## config.mk

```make
export PLATFORM = sky130hd
export DESIGN_NAME = velocity_digit_converter
export DESIGN_NICKNAME = d
export VERILOG_FILES = /design/src/rtl/velocity_digit_converter.sv
export SDC_FILE = /design/constraint.sdc
export NUM_CORES = 1
export LEC_CHECK = 0
export CELL_PAD_IN_SITES_DETAIL_PLACEMENT = 0
export CELL_PAD_IN_SITES_GLOBAL_PLACEMENT = 2
export CORE_MARGIN = 4
export CORE_UTILIZATION = 30
export CTS_BUF_LIST = sky130_fd_sc_hd__clkbuf_4 sky130_fd_sc_hd__clkbuf_8 sky130_fd_sc_hd__clkbuf_16
export DETAILED_ROUTE_END_ITERATION = 12
export GPL_TIMING_DRIVEN = 0
export PLACE_DENSITY = 0.66
export SYNTH_ARGS = -nofsm -noshare
export SYNTH_HDL_FRONTEND = slang
export SYNTH_SLANG_ARGS = --single-unit
```

## constraint.sdc

```tcl
create_clock -name i_clk -period 8.5 [get_ports i_clk]
set_clock_uncertainty 0.1 [all_clocks]
set_input_delay 1.7 -clock i_clk [delete_from_list [all_inputs] [get_ports i_clk]]
set_output_delay 1.7 -clock i_clk [all_outputs]
set_load 0.02 [all_outputs]
```

## src/rtl/velocity_digit_converter.sv

```systemverilog
// -----------------------------------------------------------------------------
// velocity_digit_converter
//
// Turns one car's signed Q4.6 velocity vector into three BCD digits for the
// status-bar speed readout. The conversion is multi-cycle:
//   IDLE -> MAG -> SCALE -> CONVERT (10 cycles) -> DONE -> IDLE
// That is 12 clock edges from the accepted start edge to the o_valid cycle.
//
// The magnitude is the usual octagonal estimate max + min/2. It is scaled to
// display units and clamped to DISPLAY_MAX. A double-dabble shifter then
// produces the BCD digits. Digit and flag outputs are registered. They change
// only at the edge entering DONE, so the renderer can sample them at any time.
//
// Ports:
//   i_clk            system clock
//   i_rst_n          asynchronous active-low reset
//   i_start          one-cycle convert request (dropped while o_busy=1)
//   i_vel_x/i_vel_y  signed Q4.6 velocity components
//   o_busy           high in every state except IDLE
//   o_valid          one-cycle pulse while in DONE
//   o_hundred/o_ten/o_one  BCD digits of the displayed speed
//   o_blank_hundred  hundreds digit is a leading zero
//   o_blank_ten      tens digit is a leading zero
//   o_saturated      last result was clamped to DISPLAY_MAX
// -----------------------------------------------------------------------------
module velocity_digit_converter #(
    parameter int VEL_WIDTH     = 10,
    parameter int FRAC_WIDTH    = 6,
    parameter int DISPLAY_SCALE = 100,
    parameter int DISPLAY_MAX   = 999
) (
    input  logic                 i_clk,
    input  logic                 i_rst_n,
    input  logic                 i_start,
    input  logic [VEL_WIDTH-1:0] i_vel_x,
    input  logic [VEL_WIDTH-1:0] i_vel_y,
    output logic                 o_busy,
    output logic                 o_valid,
    output logic [3:0]           o_hundred,
    output logic [3:0]           o_ten,
    output logic [3:0]           o_one,
    output logic                 o_blank_hundred,
    output logic                 o_blank_ten,
    output logic                 o_saturated
);

    localparam int MAG_W  = VEL_WIDTH + 1;
    localparam int PROD_W = MAG_W + $clog2(DISPLAY_SCALE + 1);
    localparam int BIN_W  = 10;
    localparam int BCD_W  = 12;

    typedef enum logic [2:0] {
        S_IDLE    = 3'd0,
        S_MAG     = 3'd1,
        S_SCALE   = 3'd2,
        S_CONVERT = 3'd3,
        S_DONE    = 3'd4
    } state_t;

    state_t                r_state;
    state_t                w_state_next;
    logic [VEL_WIDTH-1:0]  r_vel_x;
    logic [VEL_WIDTH-1:0]  r_vel_y;
    logic [MAG_W-1:0]      r_mag;
    logic [BIN_W-1:0]      r_bin;
    logic [BCD_W-1:0]      r_bcd;
    logic [3:0]            r_cnt;
    logic                  r_sat_pend;
    logic [3:0]            r_hundred;
    logic [3:0]            r_ten;
    logic [3:0]            r_one;
    logic                  r_blank_hundred;
    logic                  r_blank_ten;
    logic                  r_saturated;

    logic [VEL_WIDTH-1:0]   w_ax;
    logic [VEL_WIDTH-1:0]   w_ay;
    logic [VEL_WIDTH-1:0]   w_max;
    logic [VEL_WIDTH-1:0]   w_min;
    logic [MAG_W-1:0]       w_mag;
    logic [PROD_W-1:0]      w_prod;
    logic [PROD_W-1:0]      w_val;
    logic                   w_over;
    logic [BIN_W-1:0]       w_bin_load;
    logic [BCD_W-1:0]       w_bcd_adj;
    logic [BCD_W+BIN_W-1:0] w_shift;
    logic [BCD_W-1:0]       w_bcd_next;
    logic [BIN_W-1:0]       w_bin_next;

    // Double-dabble correction for one BCD nibble.
    function automatic logic [3:0] nibble_adjust(input logic [3:0] n);
        logic [3:0] r;
        if (n >= 4'd5) begin
            r = n + 4'd3;
        end else begin
            r = n;
        end
        return r;
    endfunction

    // Double-dabble correction across the whole three-digit accumulator.
    function automatic logic [BCD_W-1:0] bcd_adjust(input logic [BCD_W-1:0] b);
        return {nibble_adjust(b[11:8]), nibble_adjust(b[7:4]), nibble_adjust(b[3:0])};
    endfunction

    // Datapath: |v| (the unsigned view makes -512 become 512), magnitude estimate,
    // scaling with clamping, and one double-dabble step.
    always_comb begin
        if (r_vel_x[VEL_WIDTH-1]) begin
            w_ax = ~r_vel_x + VEL_WIDTH'(1);
        end else begin
            w_ax = r_vel_x;
        end
        if (r_vel_y[VEL_WIDTH-1]) begin
            w_ay = ~r_vel_y + VEL_WIDTH'(1);
        end else begin
            w_ay = r_vel_y;
        end
        if (w_ax >= w_ay) begin
            w_max = w_ax;
            w_min = w_ay;
        end else begin
            w_max = w_ay;
            w_min = w_ax;
        end
        w_mag      = MAG_W'(w_max) + MAG_W'(w_min >> 1);
        w_prod     = PROD_W'(r_mag) * PROD_W'(DISPLAY_SCALE);
        w_val      = w_prod >> FRAC_WIDTH;
        w_over     = (w_val > PROD_W'(DISPLAY_MAX));
        if (w_over) begin
            w_bin_load = BIN_W'(DISPLAY_MAX);
        end else begin
            w_bin_load = w_val[BIN_W-1:0];
        end
        w_bcd_adj  = bcd_adjust(r_bcd);
        w_shift    = {w_bcd_adj, r_bin} << 1;
        w_bcd_next = w_shift[BCD_W+BIN_W-1:BIN_W];
        w_bin_next = w_shift[BIN_W-1:0];
    end

    // FSM state register.
    always_ff @(posedge i_clk or negedge i_rst_n) begin
        if (!i_rst_n) begin
            r_state <= S_IDLE;
        end else begin
            r_state <= w_state_next;
        end
    end

    // FSM next-state logic.
    always_comb begin
        w_state_next = r_state;
        case (r_state)
            S_IDLE: begin
                if (i_start) begin
                    w_state_next = S_MAG;
                end else begin
                    w_state_next = S_IDLE;
                end
            end
            S_MAG:   w_state_next = S_SCALE;
            S_SCALE: w_state_next = S_CONVERT;
            S_CONVERT: begin
                if (r_cnt == 4'd9) begin
                    w_state_next = S_DONE;
                end else begin
                    w_state_next = S_CONVERT;
                end
            end
            S_DONE:  w_state_next = S_IDLE;
            default: w_state_next = S_IDLE;
        endcase
    end

    // FSM outputs, decoded from the state register.
    always_comb begin
        o_busy  = (r_state != S_IDLE);
        o_valid = (r_state == S_DONE);
    end

    // Conversion datapath registers and the held result registers.
    always_ff @(posedge i_clk or negedge i_rst_n) begin
        if (!i_rst_n) begin
            r_vel_x         <= '0;
            r_vel_y         <= '0;
            r_mag           <= '0;
            r_bin           <= '0;
            r_bcd           <= '0;
            r_cnt           <= 4'd0;
            r_sat_pend      <= 1'b0;
            r_hundred       <= 4'd0;
            r_ten           <= 4'd0;
            r_one           <= 4'd0;
            r_blank_hundred <= 1'b1;
            r_blank_ten     <= 1'b1;
            r_saturated     <= 1'b0;
        end else begin
            case (r_state)
                S_IDLE: begin
                    if (i_start) begin
                        r_vel_x <= i_vel_x;
                        r_vel_y <= i_vel_y;
                    end
                end
                S_MAG: begin
                    r_mag <= w_mag;
                end
                S_SCALE: begin
                    r_bin      <= w_bin_load;
                    r_sat_pend <= w_over;
                    r_bcd      <= '0;
                    r_cnt      <= 4'd0;
                end
                S_CONVERT: begin
                    r_bin <= w_bin_next;
                    r_bcd <= w_bcd_next;
                    r_cnt <= r_cnt + 4'd1;
                    // The last iteration's result goes straight to the outputs.
                    if (r_cnt == 4'd9) begin
                        r_hundred       <= w_bcd_next[11:8];
                        r_ten           <= w_bcd_next[7:4];
                        r_one           <= w_bcd_next[3:0];
                        r_blank_hundred <= (w_bcd_next[11:8] == 4'd0);
                        r_blank_ten     <= (w_bcd_next[11:4] == 8'd0);
                        r_saturated     <= r_sat_pend;
                    end
                end
                S_DONE: begin
                    r_cnt <= 4'd0;
                end
                default: begin
                    r_cnt <= 4'd0;
                end
            endcase
        end
    end

    assign o_hundred       = r_hundred;
    assign o_ten           = r_ten;
    assign o_one           = r_one;
    assign o_blank_hundred = r_blank_hundred;
    assign o_blank_ten     = r_blank_ten;
    assign o_saturated     = r_saturated;

endmodule

```

# Word level (Yosys, flattened, before mapping)
# Cells that the tools add are included.
# W data, S select, Z words.
totals:
  output_inout_bits: 17
  in_bits: 23
  ff_bits: 76
  wordCells: 56
classes:
  multipliers: 1
  bitwise_logic: 2
  n_eq_ne: 5
  addsub: 7
  n_mux: 14
  reduce_logical: 8
  order_cmp: 5
op_table:
  columns: ["op", "n"]
  rows:
  - ["$mux W10", 5]
  - ["$pmux W12 S2", 1]
  - ["$add A10 B1 Y10 const B", 2]
  - ["$not A10 Y10", 2]
  - ["$pmux W10 S2", 1]
  - ["$mul A11 B5 Y16 const B", 1]
  - ["$ge A4 B3 Y1 const B", 3]
  - ["$gt A12 B10 Y1 const B", 1]
  - ["$pmux W3 S4", 1]
  - ["$add A10 B9 Y11", 1]
  - ["$ge A10 B10 Y1", 1]
  - ["$add A4 B2 Y4 const B", 2]
  - ["$logic_not A8 Y1", 1]
  - ["$mux W4", 2]
  - ["$pmux W4 S2", 1]
  - ["$eq A3 B2 Y1 const B", 2]
  - ["$mux W3", 2]
  - ["$add A4 B1 Y4 const B", 1]
  - ["$eq A4 B4 Y1 const B", 1]
  - ["$logic_not A4 Y1", 1]
  - ["$reduce_and A2 Y1", 2]
  - ["$add A3 B2 Y3 const B", 1]
  - ["$eq A3 B1 Y1 const B", 1]
  - ["$eq A3 B3 Y1 const B", 1]
  - ["5 further kinds", 5]

# Depth between registers and ports, before layout
logic_depth:
  depth_word: 6
  depth_mapped: 25
  mapped_depth_nobuf: 23

# Worst setup path before layout
# No wires, ideal clock.
synth_timing:
  path_kind: "reg2reg"
  from: "reg r_vel_x[3]"
  to: "reg r_mag[8]"
  arrival_ns: 4.228
  setup_time_ns: 0.118
  n_path_buf: 2
  slack_ns: 4.054
  required_time_ns: 8.282
  synth_period_minus_slack_ns: 4.446
  path_stages_with_launch: 24
  cell_sequence: "dfrtp_1 > or3_1 > o41ai_1 > xor2_1 > inv_1 > ha_1 > o21ai_0 > nand2b_1 > a21oi_1 > a31oi_1 > buf_2 > clkbuf_1 > nor2_1 > a21oi_1 > ha_1 > inv_1 > fa_1 > nor2b_1 > o21ai_0 > a21boi_0 > o311ai_1 > a21oi_1 > nor3b_1 > a21o_1"
synth_between:
  elab_chain_len: 6
  word_cells_on_any_way: 7
  classes_between: "2 x add/sub; 1 x order compare; 3 x mux; 1 x bitwise"
synth_rtl:
  columns: ["item", "line_no", "rtl"]
  rows:
  - ["from (decl)", "62", "logic [VEL_WIDTH-1:0] r_vel_x;"]
  - ["from (signal assigned)", "201", "r_vel_x <= i_vel_x;"]
  - ["$not A10 Y10", "110", "w_ax = ~r_vel_x + VEL_WIDTH'(1);"]
  - ["$add A10 B1 Y10", "110", null]
  - ["$mux W10 (*)", "109", "if (r_vel_x[VEL_WIDTH-1]) begin"]
  - ["$ge A10 B10 Y1", "119", "if (w_ax >= w_ay) begin"]
  - ["$mux W10", "119", null]
  - ["$add A10 B9 Y11 (*)", "126", "w_mag = MAG_W'(w_max) + MAG_W'(w_min >> 1);"]
  - ["to (signal assigned)", "206", "r_mag <= w_mag;"]
  - ["to (decl)", "64", "logic [MAG_W-1:0] r_mag;"]
# Every way passes the cells marked *; elsewhere a longest branch is shown, timed or not.
# A chain may end at the register's enable or synchronous reset.

# Worst setup path after layout
# Ends and elaborated chain as after synthesis.

==> impl_metrics.csv <==
group,metric,value,unit
outcome,outcome,"completed",
sta,maxSlewHeadroom,62.72,%
logic_synthesis,ys.flop_type,"dfrtp_1",
floorplanning,dieArea,20450,um2
global_routing,grt.total_usage,12.57,%
cells_and_area,final_cell_mix,"dfrtp_1 (74), ha_1 (66), nand2_1 (63)",
floorplanning,core_area,17960,um2
cells_and_area,syn2layout_area_growth,18.88,%
sta,fin_ws,3.364,ns
floorplanning,die_y,143.0,um
worst_setup_path,endpoint,"r_mag[8]",
clock_tree,cts_buffer_depth,2,
drt,drtIter0Drc,166,
cells_and_area,diodes,0,
clock_tree,holdBufCountCts,0,
job,cap_violations,0,
sta,fin_crit_sh,60.42,%
min_path,hold_path_depth,2,
sta,maxSlewViolCount,0,
sta,hold_viol,0,
worst_setup_path,path_max_fanout,10,
drt,ant_nets,0,
clock_tree,tritoncts,"yes",
worst_setup_path,worstSetupStartpointType,"register",
cells_and_area,final_layout_size_suffix_gt1_share,9.302,%
logic_synthesis,yosysSeqAreaShare,34.83,%
sta,rsz0062_at_grt,"no",
worst_setup_path,arrival,5.27,ns
clock_tree,cts_setup_buffers,0,
logic_synthesis,synth_nets,685,
worst_setup_path,critical_path_class,"reg -> reg",
drt,drc,0,
logic_synthesis,synth_edf_count,0,
worst_setup_path,end_kind,"register",
logic_synthesis,syn-cell-area,5468,um2
global_routing,antenna_found_initial,0,
logic_synthesis,ys_ff_latch,76,
logic_synthesis,ys_types,63,
logic_synthesis,ys_warn_count,0,
drt,vias,4292,
logic_synthesis,syn_inst,589,
clock_tree,post_cts_resized,0,
floorplanning,rows,49,
min_path,hold_class,"reg -> reg",
placement,portBuffers,39,
sta,period_minus_slack,5.136,ns
drt,wl,12360,um
clock_tree,clockRootBuffer,"clkbuf_16",
cells_and_area,ff_latch_area,1904,um2
drt,post_drt_wl_per_cell,14.14,um
drt,via_per_inst,4.911,
worst_setup_path,rrSetupSlack,3.36,ns
placement,dpl.hpwl,9841,um
global_routing,grt_pass1_vias,4251,
global_routing,grt_pass1_wl,20670,um
global_routing,grt_overflow,0,
cells_and_area,layout_commonest_cell,"dfrtp_1",
clock_tree,clk_pin_slew_worst_paths,0.07,ns
drt,drtPass1Iterations,4,
sta,fmax,0.1947,GHz
clock_tree,cts.sinks,76,
global_routing,grt_max_degree,44,
logic_synthesis,syn_area_per_cell,9.283,um2
cells_and_area,fillCellCount,1818,
floorplanning,floorplan.initialDensity,30.44,%
clock_tree,cts_made_buffers,9,
worst_setup_path,crit_required,8.63,ns
logic_synthesis,synthArstFlopShare,100.0,%
cells_and_area,layout.nets,736,
worst_setup_path,timing.rr.end,"r_mag[8]",
floorplanning,die_x,143.0,um
cells_and_area,multi_input_area,3281,um2
placement,gp_congestion,0.7837,
worst_setup_path,critPathLaunch,"r_vel_x[3]",
worst_setup_path,reg2reg_from,"r_vel_x[3]",
sta,tns,0,ns
placement,dp_slack,3.370,ns
worst_setup_path,r2r_cells,23,
floorplanning,ios,40,
sta,tightestPinTransition,0.5558,ns
clock_tree,clock_latency,0.34,ns
sta,setup_viol,0,
clock_tree,h-tree-depth,3,
[state kept, by name, summed over array words and instances (netlist names)]
name	count
r_cnt	4
r_state	3
r_sat_pend	1
o_ten	4
r_bcd	12
o_blank_ten	1
o_saturated	1
r_vel_y	10
o_one	4
o_hundred	4
r_bin	10
o_blank_hundred	1
r_mag	11
r_vel_x	10
[routing by layer]
layer	GRT usage, %	share of wire, %	vias to the layer above
met3	2.713	3.0	16
met2	21.14	49	65
li1	-	-	2164
met4	3.902	1.4	0
met5	0	0	-
met1	16.18	47	2047
[per-stage QoR]
| stage | area, um2 | hold WS, ns | std cells | util [%] |
|---|---|---|---|---|
| 2_1_floorplan | 5468 | 0.3394 | 589 | - |
| 3_3_place_gp | 6145 | 0.3427 | 857 | 34.21 |
| 3_5_place_dp | 6170 | 0.3444 | 858 | 34.35 |
| 4_1_cts | 6500 | 0.3543 | 874 | 36.18 |
| 5_1_grt | 6500 | 0.3772 | 874 | 36.18 |
| 6_report | 6500 | 0.3509 | 874 | 36.18 |
[worst max-delay path: stages, from the launching register on]
cell      delay [ns]
dfrtp_1         0.43
or3_1           0.42
o41ai_1         0.41
xor2_1          0.28
inv_1           0.10
ha_1            0.28
o21ai_0         0.07
nand2b_1        0.07
a21oi_1         0.07
a31oi_1         0.12
buf_2           0.28
clkbuf_1        0.38
nor2_1          0.08
a21oi_1         0.13
ha_1            0.18
inv_1           0.05
fa_1            0.40
nor2b_1         0.12
o21ai_0         0.11
a21boi_0        0.36
o311ai_1        0.16
a21oi_1         0.18
nor3b_1         0.08
a21o_1          0.16
[cell usage after synthesis (2+ instances only)]
master	n	share of area, %
nand2_1	63	4.3
inv_1	54	3.7
a21boi_0	2	0.27
xnor2_1	12	1.9
nor3b_1	6	0.82
o31ai_1	6	0.82
a31oi_4	2	0.78
o22ai_1	6	0.69
a21oi_2	2	0.32
a21oi_1	35	3.2
xor2_1	20	3.2
a22o_1	2	0.32
a22oi_1	2	0.27
nor3_1	8	0.73
o21ai_0	50	4.6
nor2_1	36	2.5
and2_1	2	0.23
mux2_2	20	4.1
buf_2	4	0.37
or3_1	4	0.46
a211oi_1	3	0.41
dfrtp_1	74	34
ha_1	66	15
fa_1	7	2.6
o211ai_1	2	0.27
o41ai_1	2	0.32
dfstp_2	2	0.96
nand2b_1	10	1.1
a21o_1	4	0.55
nand3_1	5	0.46
buf_1	3	0.21
nor2b_1	5	0.57
mux2i_1	12	2.2
o21ai_1	8	0.73
or3b_2	2	0.32
a31oi_1	6	0.69
clkbuf_1	12	0.82
a31o_1	2	0.32
o2111ai_1	2	0.32
o21a_1	2	0.27
nand4b_1	2	0.32
[final cells by class]
cell class / instances / share of cell area (%)
Multi-Input combinational cell: 439 / 50.47
Sequential cell: 76 / 29.30
Timing Repair Buffer: 40 / 6.391
Tap cell: 229 / 4.408
Clock buffer: 9 / 3.465
Inverter: 55 / 3.176
Clock inverter: 7 / 1.617
Buffer: 19 / 1.174
[worst min-delay path by stage]
| stage | endpoint | startpoint |
|---|---|---|
| final | o_blank_hundred | o_blank_hundred |
| after global routing | o_blank_hundred | o_blank_hundred |
| after CTS | o_blank_hundred | o_blank_hundred |
| after detailed placement | o_blank_hundred | o_blank_hundred |
| after global placement | o_blank_hundred | o_blank_hundred |
| after floorplan | o_saturated | r_sat_pend |
[logic make-up after synthesis]
family / after synthesis / share of synthesized area (%)
AOI/OAI and AO/OA: 150 / 17.39
xor gates and xnor gates: 33 / 5.423
adders and majority gates: 73 / 17.67
buffers and inverters: 74 / 5.171
DFF: 76 / 34.83
muxes: 32 / 6.316
and+or+nand+nor: 151 / 13.20
Power is left out: the tool's default activity adds up to more than one toggle a clock period on the data nets, which glitch-free logic cannot reach.
